File: src/rtl/vo_pkg.sv
// Shared types and widths for the visual-odometry front-end frame scheduler.
// Latency: n/a (declarations only).
// Backpressure: n/a.
package vo_pkg;

  localparam int PIX_W   = 8;
  localparam int DEPTH_W = 16;
  localparam int COOR_W  = 12;

  typedef enum logic [1:0] {
    S_IDLE,
    S_START,
    S_STREAM,
    S_DRAIN
  } sched_state_t;

endpackage

File: src/rtl/vo_pix_counter.sv
// Raster position counter: x runs 0..WIDTH-1, y advances on each x wrap.
// Latency: position updates on the clock edge after inc; last_pixel is combinational from position.
// Backpressure: none, the owner only pulses inc for pixels it has actually taken.
module vo_pix_counter
  import vo_pkg::*;
#(
  parameter logic [COOR_W-1:0] WIDTH  = 12'd640,
  parameter logic [COOR_W-1:0] HEIGHT = 12'd480
) (
  input  logic clk,
  input  logic rst_n,
  input  logic clear,
  input  logic inc,
  output logic last_pixel
);

  logic [COOR_W-1:0] x;
  logic [COOR_W-1:0] y;

  // Advance the raster position; clear takes precedence over inc.
  always_ff @(posedge clk) begin
    if (!rst_n || clear) begin
      x <= '0;
      y <= '0;
    end else if (inc) begin
      if (x == WIDTH - 12'd1) begin
        x <= '0;
        y <= (y == HEIGHT - 12'd1) ? '0 : y + 12'd1;
      end else begin
        x <= x + 12'd1;
      end
    end
  end

  assign last_pixel = (x == WIDTH - 12'd1) && (y == HEIGHT - 12'd1);

endmodule

File: src/rtl/vo_frame_scheduler.sv
// Frame sequencer: admits WIDTH*HEIGHT host beats per frame, pulses frame start, waits for MATCH frame end.
// Latency: first pixel is replayed from a holding register; later pixels appear one cycle after acceptance.
// Backpressure: o_host_ready follows i_pipe_ready while streaming; no accepted beat is ever dropped.
module vo_frame_scheduler
  import vo_pkg::*;
#(
  parameter logic [COOR_W-1:0] WIDTH         = 12'd640,
  parameter logic [COOR_W-1:0] HEIGHT        = 12'd480,
  parameter logic [23:0]       DRAIN_TIMEOUT = 24'd2000000
) (
  input  logic               i_clk,
  input  logic               i_rst_n,
  input  logic               i_host_valid,
  input  logic               i_host_sof,
  input  logic [PIX_W-1:0]   i_host_pixel,
  input  logic [DEPTH_W-1:0] i_host_depth,
  output logic               o_host_ready,
  input  logic               i_abort,
  input  logic               i_pipe_ready,
  input  logic               i_match_frame_end,
  output logic               o_frame_start,
  output logic               o_valid,
  output logic [PIX_W-1:0]   o_pixel,
  output logic [DEPTH_W-1:0] o_depth,
  output logic               o_busy,
  output logic [15:0]        o_frame_cnt,
  output logic               o_err_sof,
  output logic               o_err_timeout
);

  sched_state_t        state;
  sched_state_t        state_nxt;
  logic                host_ready;
  logic                frame_start;
  logic                frame_done;
  logic                drain_to;
  logic                abort_act;
  logic                accept;
  logic                take;
  logic                last_pixel;
  logic                held_pend;   // first pixel of the frame still waiting to be emitted
  logic                all_taken;   // every pixel of the frame has been taken, last one emitting
  logic [PIX_W-1:0]    hold_pix;
  logic [DEPTH_W-1:0]  hold_dep;
  logic                out_vld;
  logic [PIX_W-1:0]    out_pix;
  logic [DEPTH_W-1:0]  out_dep;
  logic [23:0]         drain_tmr;
  logic [15:0]         frame_cnt;
  logic                err_sof;
  logic                err_timeout;

  assign abort_act = i_abort && (state != S_IDLE);
  assign accept    = i_host_valid && host_ready;
  // A pixel is taken either when the held first pixel is emitted or when a host beat is accepted.
  assign take      = (state == S_STREAM) && !abort_act &&
                     ((held_pend && i_pipe_ready) || accept);

  // State register.
  always_ff @(posedge i_clk) begin
    if (!i_rst_n) state <= S_IDLE;
    else          state <= state_nxt;
  end

  // Next-state and handshake decode; abort overrides every normal transition.
  always_comb begin
    state_nxt   = state;
    host_ready  = 1'b0;
    frame_start = 1'b0;
    frame_done  = 1'b0;
    drain_to    = 1'b0;
    case (state)
      S_IDLE: begin
        // Ready is held low during reset so no beat is accepted and then discarded.
        host_ready = i_rst_n;
        if (i_host_valid && i_host_sof) state_nxt = S_START;
      end
      S_START: begin
        frame_start = 1'b1;
        state_nxt   = S_STREAM;
      end
      S_STREAM: begin
        host_ready = i_rst_n && i_pipe_ready && !held_pend && !all_taken;
        if (all_taken) state_nxt = S_DRAIN;
      end
      S_DRAIN: begin
        // Frame end wins over a coincident timeout.
        if (i_match_frame_end) begin
          frame_done = 1'b1;
          state_nxt  = S_IDLE;
        end else if (drain_tmr == DRAIN_TIMEOUT - 24'd1) begin
          drain_to  = 1'b1;
          state_nxt = S_IDLE;
        end
      end
      default: state_nxt = S_IDLE;
    endcase
    if (abort_act) begin
      state_nxt  = S_IDLE;
      host_ready = 1'b0;
      frame_done = 1'b0;
      drain_to   = 1'b0;
    end
  end

  // Holding register for the sof beat, replayed as the first pixel of STREAM.
  always_ff @(posedge i_clk) begin
    if (!i_rst_n) begin
      held_pend <= 1'b0;
      hold_pix  <= '0;
      hold_dep  <= '0;
    end else if (state == S_IDLE && accept && i_host_sof) begin
      held_pend <= 1'b1;
      hold_pix  <= i_host_pixel;
      hold_dep  <= i_host_depth;
    end else if (abort_act || (take && held_pend)) begin
      held_pend <= 1'b0;
    end
  end

  // Output pipeline register for beats accepted while streaming.
  always_ff @(posedge i_clk) begin
    if (!i_rst_n) begin
      out_vld <= 1'b0;
      out_pix <= '0;
      out_dep <= '0;
    end else begin
      out_vld <= (state == S_STREAM) && accept;
      if ((state == S_STREAM) && accept) begin
        out_pix <= i_host_pixel;
        out_dep <= i_host_depth;
      end
    end
  end

  // Flag that the last raster pixel has been taken; leaves one cycle for it to emit.
  always_ff @(posedge i_clk) begin
    if (!i_rst_n || state != S_STREAM) all_taken <= 1'b0;
    else if (take && last_pixel)       all_taken <= 1'b1;
  end

  // Drain timer counts cycles spent in DRAIN.
  always_ff @(posedge i_clk) begin
    if (!i_rst_n || state != S_DRAIN) drain_tmr <= '0;
    else                              drain_tmr <= drain_tmr + 24'd1;
  end

  // Host-visible frame count and sticky error flags.
  always_ff @(posedge i_clk) begin
    if (!i_rst_n) begin
      frame_cnt   <= '0;
      err_sof     <= 1'b0;
      err_timeout <= 1'b0;
    end else begin
      if (frame_done) frame_cnt <= frame_cnt + 16'd1;
      if (drain_to)   err_timeout <= 1'b1;
      if ((state == S_IDLE && accept && !i_host_sof) ||
          (state == S_STREAM && accept && i_host_sof))
        err_sof <= 1'b1;
    end
  end

  vo_pix_counter #(
    .WIDTH  (WIDTH),
    .HEIGHT (HEIGHT)
  ) u_pix_counter (
    .clk        (i_clk),
    .rst_n      (i_rst_n),
    .clear      (state == S_START),
    .inc        (take),
    .last_pixel (last_pixel)
  );

  assign o_host_ready  = host_ready;
  assign o_frame_start = frame_start;
  assign o_valid       = (state == S_STREAM) && (held_pend ? i_pipe_ready : out_vld);
  assign o_pixel       = held_pend ? hold_pix : out_pix;
  assign o_depth       = held_pend ? hold_dep : out_dep;
  assign o_busy        = (state != S_IDLE);
  assign o_frame_cnt   = frame_cnt;
  assign o_err_sof     = err_sof;
  assign o_err_timeout = err_timeout;

endmodule

File: config.mk
export PLATFORM = sky130hd
export DESIGN_NAME = vo_frame_scheduler
export DESIGN_NICKNAME = d
export VERILOG_FILES = /design/src/rtl/vo_pkg.sv /design/src/rtl/vo_pix_counter.sv /design/src/rtl/vo_frame_scheduler.sv
export SDC_FILE = /design/constraint.sdc
export NUM_CORES = 1
export LEC_CHECK = 0
export CORE_MARGIN = 3
export CORE_UTILIZATION = 31
export DETAILED_ROUTE_END_ITERATION = 6
export SYNTH_ARGS = -nofsm -noshare
export SYNTH_HDL_FRONTEND = slang
export SYNTH_SLANG_ARGS = --single-unit
File: constraint.sdc
create_clock -name i_clk -period 2.4 [get_ports i_clk]
set_input_delay 0.6 -clock i_clk [delete_from_list [all_inputs] [get_ports i_clk]]
set_output_delay 0.6 -clock i_clk [all_outputs]
set_load 0.01 [all_outputs]
## After elaboration in Yosys (flattened, before gate mapping)

Cells that the tools add are included.

- Add/sub/neg operators: 4
- Eq/ne operators: 11
- Mux-type cells: 22
- Bitwise gates (word level): 1
- Reduce and logical (&&, ||, !) cells: 35

Operators by type and width:

| cell | count |
|---|---|
| $add A12 B1 Y12 const B | 2 |
| $add A24 B1 Y24 const B | 1 |
| $eq A24 B21 Y1 const B | 1 |
| $mux W12 | 2 |
| $logic_and A1 B1 Y1 | 18 |
| $add A16 B1 Y16 const B | 1 |
| $mux W16 | 1 |
| $eq A12 B10 Y1 const B | 1 |
| $eq A12 B9 Y1 const B | 1 |
| $mux W1 | 12 |
| $mux W2 | 4 |
| $mux W8 | 1 |
| $ne A2 B2 Y1 const B | 4 |
| $pmux W2 S4 | 1 |
| $logic_or A1 B1 Y1 | 6 |
| $logic_not A1 Y1 | 5 |
| $eq A2 B2 Y1 const B | 2 |
| $reduce_bool A2 Y1 | 2 |
| $ne A3 B3 Y1 const B | 1 |
| $reduce_and A3 Y1 | 1 |
| $eq A2 B1 Y1 const B | 1 |
| $logic_not A2 Y1 | 1 |
| $pmux W1 S2 | 1 |
| $reduce_and A2 Y1 | 1 |
| 2 further kinds | 2 |

- Flip-flop bits (word level): 119
- Bits of input ports: 31
- Output and inout port bits: 46

## Longest topological paths before layout

Gate-level depths: netlist of the first run.

- Word-level depth: 12
- Mapped depth: 11
- Depth with buffers taken out: 8

## Modules after synthesis

From an unflattened synthesis of the first run, not the netlist that was laid out.

- Cell total of the unflattened synthesis: 643
- Area total of the unflattened synthesis: 5596.6 sq um

Modules (own cells, without submodules):

| module | times used | cells each | area each (sq um) |
|---|---|---|---|
| vo_frame_scheduler | 1 | 485 | 4331.7 |
| vo_pix_counter | 1 | 158 | 1265.0 |

## Worst setup path before layout of the first run

OpenSTA, ideal clock, no wires.

- Kind: register -> register
- From: reg state[0]
- To: reg out_dep[10]
- Library setup time: 0.070 ns
- Data arrival time: 1.924 ns
- Required time: 2.330 ns
- Path slack: 0.406 ns
- Cell stages (with the launch flop): 11
- Path buffers: 3
- Cells stage by stage: dfxtp_1 inv_1 ha_1 buf_4 and3b_1 a21oi_1 or2_1 clkbuf_1 clkbuf_1 nand2_1 a21boi_1

- Longest elaborated chain between the ends: 5

RTL lines:

| element | RTL line | text |
|---|---|---|
| start: declaration | vo_frame_scheduler.sv:31 | `sched_state_t state;` |
| start signal: assignment | vo_frame_scheduler.sv:62 | `else state <= state_nxt;` |
| $eq A2 B2 Y1 (tied with other cells) | vo_frame_scheduler.sv:72, vo_frame_scheduler.sv:129 |  |
| $pmux W1 S2 / $logic_and A1 B1 Y1 (equally long branches) | vo_frame_scheduler.sv:72, vo_frame_scheduler.sv:53 |  |
| $mux W1 | vo_frame_scheduler.sv:98 | `if (abort_act) begin` |
| $logic_and A1 B1 Y1 | vo_frame_scheduler.sv:54 | `assign accept = i_host_valid && host_ready;` |
| $logic_and A1 B1 Y1 * | vo_frame_scheduler.sv:129 | `if ((state == S_STREAM) && accept) begin` |
| end signal: assignment | vo_frame_scheduler.sv:131 | `out_dep <= i_host_depth;` |
| end: declaration | vo_frame_scheduler.sv:47 | `logic [DEPTH_W-1:0] out_dep;` |

Mark *: on every way between the ends. The rest lies on a longest branch, timed or not.
A chain may end at the register's enable or synchronous reset.

## Final worst setup path of the first run

- From: reg held_pend
- To: out o_depth[15]

- Longest elaborated chain between the ends: 1

RTL lines:

| element | RTL line | text |
|---|---|---|
| start: declaration | vo_frame_scheduler.sv:41 | `logic held_pend;` |
| start signal: assignment | vo_frame_scheduler.sv:109 | `held_pend <= 1'b0;` |
| start signal: assignment | vo_frame_scheduler.sv:113 | `held_pend <= 1'b1;` |
| start signal: assignment | vo_frame_scheduler.sv:117 | `held_pend <= 1'b0;` |
| $mux W16 | vo_frame_scheduler.sv:178 | `assign o_depth = held_pend ? hold_dep : out_dep;` |
| end: declaration | vo_frame_scheduler.sv:24 | `output logic [DEPTH_W-1:0] o_depth,` |

No other way between the ends.

==> results of run 1 <==
-- layer usage --
| metal | up-vias | global-route usage [%] | part of all wire, % |
|---|---|---|---|
| met5 | - | 0 | 0 |
| met4 | 0 | 4.74 | 1.5 |
| met3 | 12 | 5.33 | 5.7 |
| met2 | 77 | 21.4 | 45 |
| met1 | 2109 | 17.9 | 48 |
| li1 | 2419 | - | - |
-- worst max path at each step --
stage / from / end / slack [ps]
2_1_floorplan: state[0]$_SDFFE_PP0P_ / out_dep[10]$_SDFFE_PN0P_ / 410
3_3_place_gp: i_pipe_ready / o_host_ready / -390
3_5_place_dp: i_pipe_ready / o_host_ready / -430
4_1_cts: state[0]$_SDFFE_PP0P_ / o_host_ready / 4
5_1_grt: held_pend$_SDFFE_PN0P_ / o_depth[15] / 20
6_report: held_pend$_SDFFE_PN0P_ / o_depth[15] / 80
-- stage by stage --
stage / setup TNS (ps) / hold slack, ps / instance area (sq um) / power [mW] / setup WS, ps
6_report: 0 / 449 / 7350 / 5.43 / 76.1
5_1_grt: 0 / 465 / 7350 / 5.68 / 18.6
4_1_cts: 0 / 453 / 7350 / 5.51 / 3.90
3_5_place_dp: -3220 / 444 / 6760 / 2.97 / -434
3_3_place_gp: -2690 / 440 / 6760 / 2.97 / -390
2_1_floorplan: 0 / 430 / 5570 / 2.57 / 406
-- timing repair --
item                       4_1_cts  5_1_grt
setup endpoints to repair       27        1
pin swaps                        0        0
gates resized for setup         32        2
cloned                           1        0
-- flip-flops by register name, summed over array words and instances, names as in the netlist, 2 cells and up --
name,flops
drain_tmr,24
hold_dep,16
hold_pix,8
o_frame_cnt,16
out_dep,16
out_pix,8
state,2
u_pix_counter.x,12
u_pix_counter.y,12
-- worst max-delay path, delay by kind of cell, from the launching register on --
family	cells	cell delay (ps)
flops	1	390
mux	1	340
buf+inv	2	580
-- synth_stat cells, types with 7 or more instances --
cell / count
a21boi_1: 29
nand4_1: 16
o21ai_0: 7
a21boi_0: 24
xnor2_1: 21
mux2_2: 25
ha_1: 9
a21oi_1: 13
inv_1: 7
dfxtp_1: 119
nor4_1: 8
nand2_1: 130
and3_1: 8
nand3_1: 26
nor3_1: 13
nor2_1: 49
nor2b_1: 7
xor2_1: 24
clkbuf_1: 25
and2_1: 13
-- kinds of logic (layout without fill, tap and decap cells) --
family,count (synthesis),in the layout,synth area share (%)
flops,119,119,42.8
mux,28,28,5.59
fa+ha+maj,9,9,2.02
simple gates,309,309,27.3
buf+inv,42,149,3.24
compound gates,93,93,12.0
xor+xnor,45,45,7.08
-- power by group through the flow --
stage          sequential (mW)  combinational, mW  clock, mW
2_1_floorplan             2.11              0.467          0
3_3_place_gp              2.11              0.852          0
3_5_place_dp              2.12              0.857          0
4_1_cts                   2.07              0.858       2.58
5_1_grt                   2.08              0.937       2.66
6_report                  2.07              0.848       2.51
-- layout make-up --
class	instances	area, sq um
well taps	225	282
repair buffers	109	1050
clock inverters	13	145
clock buffers	19	443
fillers	1768	10100
inverters	8	30.0
multi-input cells	484	3010
flip-flops and latches	119	2390
==> out/results.txt, run 1 <==
The largest stage delay on the critical path works out to 390 ps. Once layout is complete, the cells apart from fillers number 977. Summing every instance area after synthesis gives 5570 sq um.

The library cells used most frequently in the layout, excluding fill and tap cells, are nand2_1, dfxtp_1, nor2_1. The logs give 260 ps for the setup slack of the most critical reg-to-reg path and 17,400 sq um for the core footprint. The logs give 4 for the detailed-routing iteration count for the pre-antenna-repair pass and 38.2% for the share of power burned in registers.

At the end of routability-driven placement, the weighted congestion stood at 0.813. The depth of the worst hold-timing path is 2, and the worst slew margin relative to its limit is 59.9%. In this run the static leakage power is 2.70 nW. In the synthesized netlist the async set-or-reset flop fraction comes to 0%.

The number of hold-slack violations in the final timing report came out at 0. Data on the critical path is required at its endpoint by 1800 ps. The initial antenna violation count was 0; the die span in y was 140 um. Count of nets after finishing: 779.

The startpoint identified for the worst hold timing path is out_dep[7]$_SDFFE_PN0P_. The fraction of final layout cells sized beyond drive strength 1 works out to 13.8%. The most common cell after layout, fill and taps aside is nand2_1. The run gives 1720 ps as the worst path arrival time. The path class of the tightest hold or removal check is reg -> reg. The post-route antenna net violation count was 0; the combinational power share was 15.6%. Summed over all nets, the half-perimeter wirelength after detailed placement is 8800 um. In the routed design, unresolved DRC markers number 0. Root buffer cell: clkbuf_16. The count of final max-slew check failures came out at 0. The number of enable-type register cells in the synthesized netlist was 0. Counting the buffers created by CTS gives 17.

The run gives 420 ps as the clock insertion delay at the later pin of the skew report. For the sequential area share after synthesis, the log shows 42.8%. In this run the critical register-to-register path is captured at u_pix_counter.y[9]$_SDFFE_PP0P_. The logs give 645 for the post-synthesis instance total and 58 for the maximum number of pins on one net before global-route repair. In this run the number of H-tree levels came out at 4. The count of inserted antenna diode cells came out at 0. For this run, the share of the core covered by cells in the final layout is 42.2%. Once the clock tree was built, the setup fixing pass inserted 0 buffers. Global routing used 13.9% of the available tracks across all layers. In the post-synthesis netlist, the biggest area contributors are dfxtp_1, nand2_1, mux2_2.

Setup repair after global routing left no endpoint under its margin. The detailed router finished its first iteration with 254 violations. The tools report the number of placement rows as 48. The run gives 0 as the number of synthesis warnings. The x dimension of the die was 140 um.

IR analysis of the VDD net gives a maximum drop of 0.584 mV. The max-capacitance violation count is 0, and the maximum count of clock buffers along a single path is 2. The port buffer count was 76. The first global-routing pass estimated 22,400 um of wire. The average cell area after synthesis is 8.63 sq um, and the total internal power is 3.99 mW.

The power density over cell area works out to 739 nW/um^2. The analysis attributes to net switching a power of 1.45 mW. The run gives 0 as the total grt overflow.

Summed over all instances, the cell type with the most area after synthesis is dfxtp_1. The logs give 119 for the sink count of the clock tree and 944 for the cell count after placement. The die covers 19,600 sq um.

The average vias per placed instance works out to 4.73. For this block, the routed nets add up to 13,200 um of wire. Register bit total from synthesis: 119. The flow ran to the end, and the final reports show no timing, DRC or antenna violations. Main flop type after synthesis: dfxtp_1. Kind of end point of the critical path: an output pin.

The tools report the category of the worst setup path launch point as a flip-flop. TritonCTS built the clock tree. The synthesized netlist net count came out at 685.

The critical path in this run is classified as reg -> out. In this run the critical register-to-register path is launched from u_pix_counter.x[0]$_SDFFE_PP0P_. Derived from the worst setup path, the maximum achievable clock frequency is 430 MHz.

After detailed routing, the average wire length per cell comes to 13.5 um. Via count of the routed design: 4,617. The clock network accounts for 46.2% of the total power.

In this run the count of I/O pins placed on the die edge is 77. The synthesized netlist contains 55 unique library cells. The run gives 32.0% as the starting utilization of the core area. The worst-path maximum fanout was 12. Buffers inserted to repair hold after CTS numbered 0. Relative to the synthesized area, the layout overhead comes to 31.9%. The switching part of the total power is 26.6%, and the worst clock skew is 11.7 ps. Setup violations remaining at the end of the flow were counted as 0.

The clock transition at the registers of the reported paths was 60 ps. The via count of the first global-routing pass is 4,435. The transition time at the pin with the least slew margin came out at 602 ps. The largest individual stage delay along the critical path comes from the cell dfxtp_4. Dividing the final minimum period by the clock period gives 96.8%.

Traced cell by cell, the critical path runs through bufbuf_16, mux2_2, dlygate4sd2_1. The share of synthesized area in the top cell type comes to 42.8%. Minimum clock period after layout: 2320 ps. The endpoint of the worst hold path is out_dep[7]$_SDFFE_PN0P_. The depth of the worst register-to-register path is 6.
Note: power is estimated with default switching activity, not from simulation.
==> inputs of run 2 (changes only) <==
--- a/config.mk
+++ b/config.mk
@@ -8,6 +8,7 @@
 export CORE_MARGIN = 3
 export CORE_UTILIZATION = 31
 export DETAILED_ROUTE_END_ITERATION = 6
+export REMOVE_ABC_BUFFERS = 1
 export SYNTH_ARGS = -nofsm -noshare
 export SYNTH_HDL_FRONTEND = slang
 export SYNTH_SLANG_ARGS = --single-unit
==> run 2 against run 1 <==
Against the previous run: via count increased by 1.2%; largest cell class unchanged; critical path depth increased by 2; sequential share of layout area decreased by 0.38 points; register-to-register slack improved by 30 ps; largest power group unchanged; routed wire length increased by 0.14%; total power increased by 4.3%; first-iteration DRC count decreased by 26%.
==> out/results.txt, run 2 (synthesis results as in run 1) <==
The run gives 13.8% (was 13.9%) as the overall routing resource usage. The tools report the I/O pin count as 77 (unchanged). The run gives 451 ps (was 449 ps) as the worst-case hold slack. The starting utilization of the core area was 32.0% (unchanged). The maximum frequency from static timing analysis was 426 MHz (was 430 MHz); the depth of the worst hold-timing path was 2 (unchanged). The accumulated negative setup slack was 0 ps (unchanged). The final core utilization was 42.7% (was 42.2%). The power density over cell area was 763 nW/um^2 (was 739 nW/um^2).

Origin of the worst min-delay path: out_dep[12]$_SDFFE_PN0P_ (was out_dep[7]$_SDFFE_PN0P_). The floorplan die area was 19,600 sq um (unchanged). The count of final max-slew check failures came out at 0 (unchanged). The logs give 9120 um (was 8800 um) for the detailed placer's ending HPWL and 22,300 um (was 22,400 um) for the wire length of the first global-routing pass. The root buffer cell is clkbuf_16 (unchanged). The run gives 119 (unchanged) as the sink count of the clock tree.

The worst-path maximum fanout came out at 2 (was 12). The highest ir drop seen on vdd was 0.568 mV (was 0.584 mV); the minimum clock period after layout was 2350 ps (was 2320 ps). The register ranked first by flip-flop count is drain_tmr (unchanged). The most common cell after layout, fill and taps aside is nand2_1 (unchanged). The tools report the total grt overflow as 0 (unchanged). The tools report the final non-filler cell total as 985 (was 977).

The tools report the maximum count of clock buffers along a single path as 2 (unchanged). The tools report the deepest level of the CTS H-tree as 4 (unchanged). Setup repair after global routing left no endpoint under its margin. The transition time at the pin with the least slew margin came out at 602 ps (about the same).

TritonCTS built the clock tree. Flip-flop count of the largest register, all copies and words added: 24 (unchanged). The via count of the first global-routing pass was 4,536 (was 4,435). The first-iteration detailed-routing DRC count was 189 (was 254); the total placed instance area was 6810 sq um (was 6760 sq um). The run gives 48 (unchanged) as the number of placement rows.

The class of the tightest hold or removal check is reg -> reg (unchanged). The category of the worst setup path launch point was an input pin (was a flip-flop). The worst path arrival time was 1750 ps (was 1720 ps).

The run gives 787 (was 779) as the count of nets after finishing. The setup slack of the most critical reg-to-reg path is 290 ps (was 260 ps), and the detailed-route DRC error count is 0 (unchanged). The number of inserted filler cells in the final layout came out at 1,777 (was 1,768). The x dimension of the die is 140 um (unchanged), and the worst-case setup margin in the final layout is 52.5 ps (was 76.1 ps). The count of inserted antenna diode cells came out at 0 (unchanged). The post-place setup slack was -344 ps (was -434 ps); the initial antenna violation count was 0 (unchanged). The wire length after detailed routing was 13,200 um (about the same); the mean routed wirelength per cell was 13.4 um (was 13.5 um). The logs give 17,400 sq um (unchanged) for the core footprint and 59.9% (about the same) for the worst slew margin relative to its limit. The logs give 40 (was 58) for the maximum number of pins on one net before global-route repair and 1800 ps (about the same) for the data required time of the worst path. The number of hold-slack violations in the final timing report was 0 (unchanged); the port buffer count was 76 (unchanged).

The tools report the destination of the worst register-to-register timing path as u_pix_counter.y[0]$_SDFFE_PP0P_ (was u_pix_counter.y[9]$_SDFFE_PP0P_). The post-layout total power was 5.67 mW (was 5.43 mW). The endpoint of the worst hold path was out_dep[12]$_SDFFE_PN0P_ (was out_dep[7]$_SDFFE_PN0P_). The logs give 410 ps (was 420 ps) for the clock insertion delay at the later pin of the skew report and 952 (was 944) for the cell count after placement.

The last weighted congestion value of the routability-driven placer was 0.852 (was 0.813). The post-route fraction of the period consumed by the critical path works out to 97.8% (was 96.8%). Beginning of the worst register-to-register path: state[0]$_SDFFE_PP0P_ (was u_pix_counter.x[0]$_SDFFE_PP0P_). Max-capacitance violation count: 0 (unchanged).

Depth of the worst register-to-register path: 8 (was 6). Commonest cells after routing, fill and taps aside: nand2_1, dfxtp_1, nor2_1 (unchanged). The average vias per placed instance is 4.74 (was 4.73), and the worst clock skew is 10.2 ps (was 11.7 ps). Cell area after layout: 7430 sq um (was 7350 sq um). Static leakage: 2.72 nW (was 2.70 nW). Die span in y: 140 um (unchanged). Category of the most critical setup path: in -> out (was reg -> out). The run finished with clean final reports.

The kind of end point of the critical path is an output pin (unchanged). The clock transition at the registers of the reported paths is 60 ps (about the same). The tools report the count of hold buffers inserted by post-cts repair as 0 (unchanged). The logs give 0 (unchanged) for the setup violation total in the final timing report and 6 (was 4) for the detailed-routing iteration count for the pre-antenna-repair pass.

For the post-route antenna net violation count, the log shows 0 (unchanged). The total CTS buffers is 17 (unchanged), and the post-synthesis to final-layout area growth is 33.4% (was 31.9%). The fraction of final layout cells sized beyond drive strength 1 is 15.0% (was 13.8%), and the via count of the routed design is 4,672 (was 4,617).
==> run 2: changes by cell type in the layout (fill, tap and decap cells not counted), sizes merged, moves of 2 or more <==
cell    change
inv         -3
clkbuf      +3
buf         +8
bufinv      +2
==> run 2: report_power, final <==
part	switching, mW	internal (mW)	total, mW
Sequential	0.0384	2.04	2.08
Combinational	0.486	0.415	0.901
Clock	0.917	1.77	2.69
==> run 2: per-layer routing <==
metal,global-route usage (%),wire (um),vias up
met5,0,0,-
met4,3.67,99,0
met3,5.02,627,4
met2,21.8,6040,76
met1,18.0,6440,2167
li1,-,-,2425
==> run 2: what timing repair did <==
item,CTS,global route
pin swaps,0,1
setup endpoints to repair,27,2
hold endpoints to repair,0,0
resized for setup,34,3
buffers inserted,0,1
==> run 2: final cells by class <==
class,count,area (sq um),area share (%)
repair buffers,117,1080,14.5
multi-input cells,484,3030,40.8
clock buffers,22,454,6.11
inverters,8,30.0,0.404
flip-flops and latches,119,2380,32.1
well taps,225,282,3.79
clock inverters,10,170,2.29
==> run 2: worst max-delay path, stage by stage <==
cell and delay [ps]:
clkdlybuf4s50_1 470, and3b_2 230, a21oi_2 160, nor2b_1 60, clkdlybuf4s15_1 220
==> run 2: worst max path at each step <==
stage / start / end / slack [ps] / cells after the start
after floorplan: held_pend$_SDFFE_PN0P_ / u_pix_counter.y[11]$_SDFFE_PP0P_ / -9 / 5
after global placement: i_pipe_ready / o_host_ready / -310 / 5
after detailed placement: i_pipe_ready / o_host_ready / -340 / 5
after CTS: i_abort / o_host_ready / 20 / 5
after global routing: state[1]$_SDFFE_PP0P_ / o_busy / 6 / 4
final: i_abort / o_host_ready / 50 / 5
==> patch: new RTL, flow settings as in run 1 <==
Make the reset (`i_rst_n`) asynchronous in 4 clocked blocks.
--- a/src/rtl/vo_frame_scheduler.sv
+++ b/src/rtl/vo_frame_scheduler.sv
@@ -57,7 +57,7 @@
                      ((held_pend && i_pipe_ready) || accept);
 
   // State register.
-  always_ff @(posedge i_clk) begin
+  always_ff @(posedge i_clk or negedge i_rst_n) begin
     if (!i_rst_n) state <= S_IDLE;
     else          state <= state_nxt;
   end
@@ -104,7 +104,7 @@
   end
 
   // Holding register for the sof beat, replayed as the first pixel of STREAM.
-  always_ff @(posedge i_clk) begin
+  always_ff @(posedge i_clk or negedge i_rst_n) begin
     if (!i_rst_n) begin
       held_pend <= 1'b0;
       hold_pix  <= '0;
@@ -119,7 +119,7 @@
   end
 
   // Output pipeline register for beats accepted while streaming.
-  always_ff @(posedge i_clk) begin
+  always_ff @(posedge i_clk or negedge i_rst_n) begin
     if (!i_rst_n) begin
       out_vld <= 1'b0;
       out_pix <= '0;
@@ -146,7 +146,7 @@
   end
 
   // Host-visible frame count and sticky error flags.
-  always_ff @(posedge i_clk) begin
+  always_ff @(posedge i_clk or negedge i_rst_n) begin
     if (!i_rst_n) begin
       frame_cnt   <= '0;
       err_sof     <= 1'b0;
Check against the original RTL: differs if i_rst_n is asserted again (counterexample within 4 cycles, from zero or initial values and one cycle with i_rst_n low); with i_rst_n held inactive, the same outputs for 10 cycles.
==> patch against run 1 <==
Die area grew 0.35%; setup slack worse by 0.018 ns; clock skew up 0.0024 ns; non-clock buffer count rose by 13; global-route usage shrank 0.27 points; register-to-register slack got worse by 0.11 ns; synthesized area grew 0.36%; routed wire length down 2.4%; sequential cell count did not move; final cell count down 9.9%; critical path type unchanged; design area increased by 2.9%.
Power is not compared: it rests on default switching activity, and its combinational part moved more than twofold at a synthesized area within 25%.
==> patch: results (changes against run 1) <==
fraction of layout cells with a size suffix above 1 25.3% (+12 points); Vias per Instance 4.94 (+4.5%); slowest stage delay, CP 0.56 ns (+0.17 ns); Syn Nets 564 (-18%); Layout clock area frac 8.75% (+0.75 points); nets 684 (-12%); Routed wire per std cell 14.6 µm (+8.4%); Post-DP HPWL 9.33 mm (+6.0%); total global routing track utilization 13.6% (-0.27 points); Min-Delay Path Class input pin to async pin; largest net degree at the start of global routing 45 (-22%); Worst Tran Pin Value 0.573 ns (-0.0288 ns); multi-input gate share of total cell area 36.1% (-4.9 points); die area 0.0197 mm² (+0.35%); register area share after synthesis 48.9% (+6.1 points); slowest stage cell, crit path clkdlybuf4s50_1; DP Area 0.00692 mm² (+2.4%); Critical Path AT 1.74 ns (+0.02 ns); r2r endpoint u_pix_counter.y[10]$_SDFFE_PP0P_; top cells by count, synth 73 x mux2_2, 70 x dfrtp_1, 49 x dfxtp_1, 43 x nand2_1, 40 x nor2_1; status finished, final reports clean; GP Congestion 0.790 (-2.7%); largest cells by area after synthesis dfrtp_1 31%, dfxtp_1 18%, mux2_2 15%, xnor2_1 4.5%, nand2_1 2.9%; clk_skew 0.0141 ns (+0.00243 ns); final setup margin 0.0585 ns (-0.0176 ns); sequential share of cell area 36.1% (+3.7 points); crit path from state[1]$_DFFE_PN0P_; Synth Area per Inst 10.7 µm² (+24%); Async SR Flop Fraction 58.8% (+59 points); Signal buffers 122 (+12%); synth unique cells 51 (-7.3%); number of non-clock inverters 10 (+2); initial DRC count 282 (+11%); Hold WS 0.179 ns (-0.270 ns); CP endpoint o_frame_start; cell count after placement 850 (-10%); WL final 12.9 mm (-2.4%); # fillers 1632 (-7.7%); R2R Setup Slk 0.15 ns (-0.11 ns); non-clk buf share 14.8% (+0.49 points); multi-input gates 374 (-23%)
patch: cell types whose count changed after synthesis, moves of 9 or more:
cell	delta
clkbuf_1	-16
nor2_1	-9
a21boi_1	-29
mux2_2	+48
dfxtp_1	-70
and2_1	-11
xor2_1	-13
dfrtp_1	+70
nand2_1	-87
a21boi_0	-24
patch: per-stage QoR:
step           TNS, ns  util (%)  power, mW
6_report             0      43.3       7.89
5_1_grt        -0.0471      43.3       8.33
4_1_cts         -0.151      43.2       7.99
3_5_place_dp     -4.10      39.6       5.32
3_3_place_gp     -3.53      39.6       5.25
2_1_floorplan        0         -       4.05
patch: per-layer routing:
layer,vias up,track usage [%],wire length (µm)
met4,0,5.10,208
met3,16,5.63,935
met2,94,21.9,6180
met5,-,0,0
li1,2116,-,-
met1,2121,16.3,5560
patch: repair_timing:
action	in CTS	in global routing
gates resized for setup	29	10
endpoints found under the setup margin	28	9
endpoints found under the hold margin	0	0
patch: power by group through the flow:
| stage | Sequential (mW) | Clock, mW | Combinational, mW |
|---|---|---|---|
| after global placement | 2.70 | 0 | 2.55 |
| final | 2.72 | 2.83 | 2.34 |
| after detailed placement | 2.75 | 0 | 2.57 |
| after floorplan | 2.68 | 0 | 1.37 |
| after CTS | 2.72 | 2.89 | 2.38 |
| after global routing | 2.78 | 2.98 | 2.57 |
patch: kinds of logic (layout without fill, tap and decap cells):
| family | Yosys count | in the layout | share of synthesized area [%] |
|---|---|---|---|
| AO/OA/AOI/OAI | 49 | 49 | 5.51 |
| buffers and inverters | 31 | 162 | 2.55 |
| multiplexers | 76 | 76 | 15.2 |
| adder cells (fa/ha/maj) | 9 | 9 | 2.01 |
| AND/OR/NAND/NOR | 200 | 200 | 19.5 |
| flip-flops | 119 | 119 | 48.9 |
| XOR/XNOR | 40 | 40 | 6.27 |
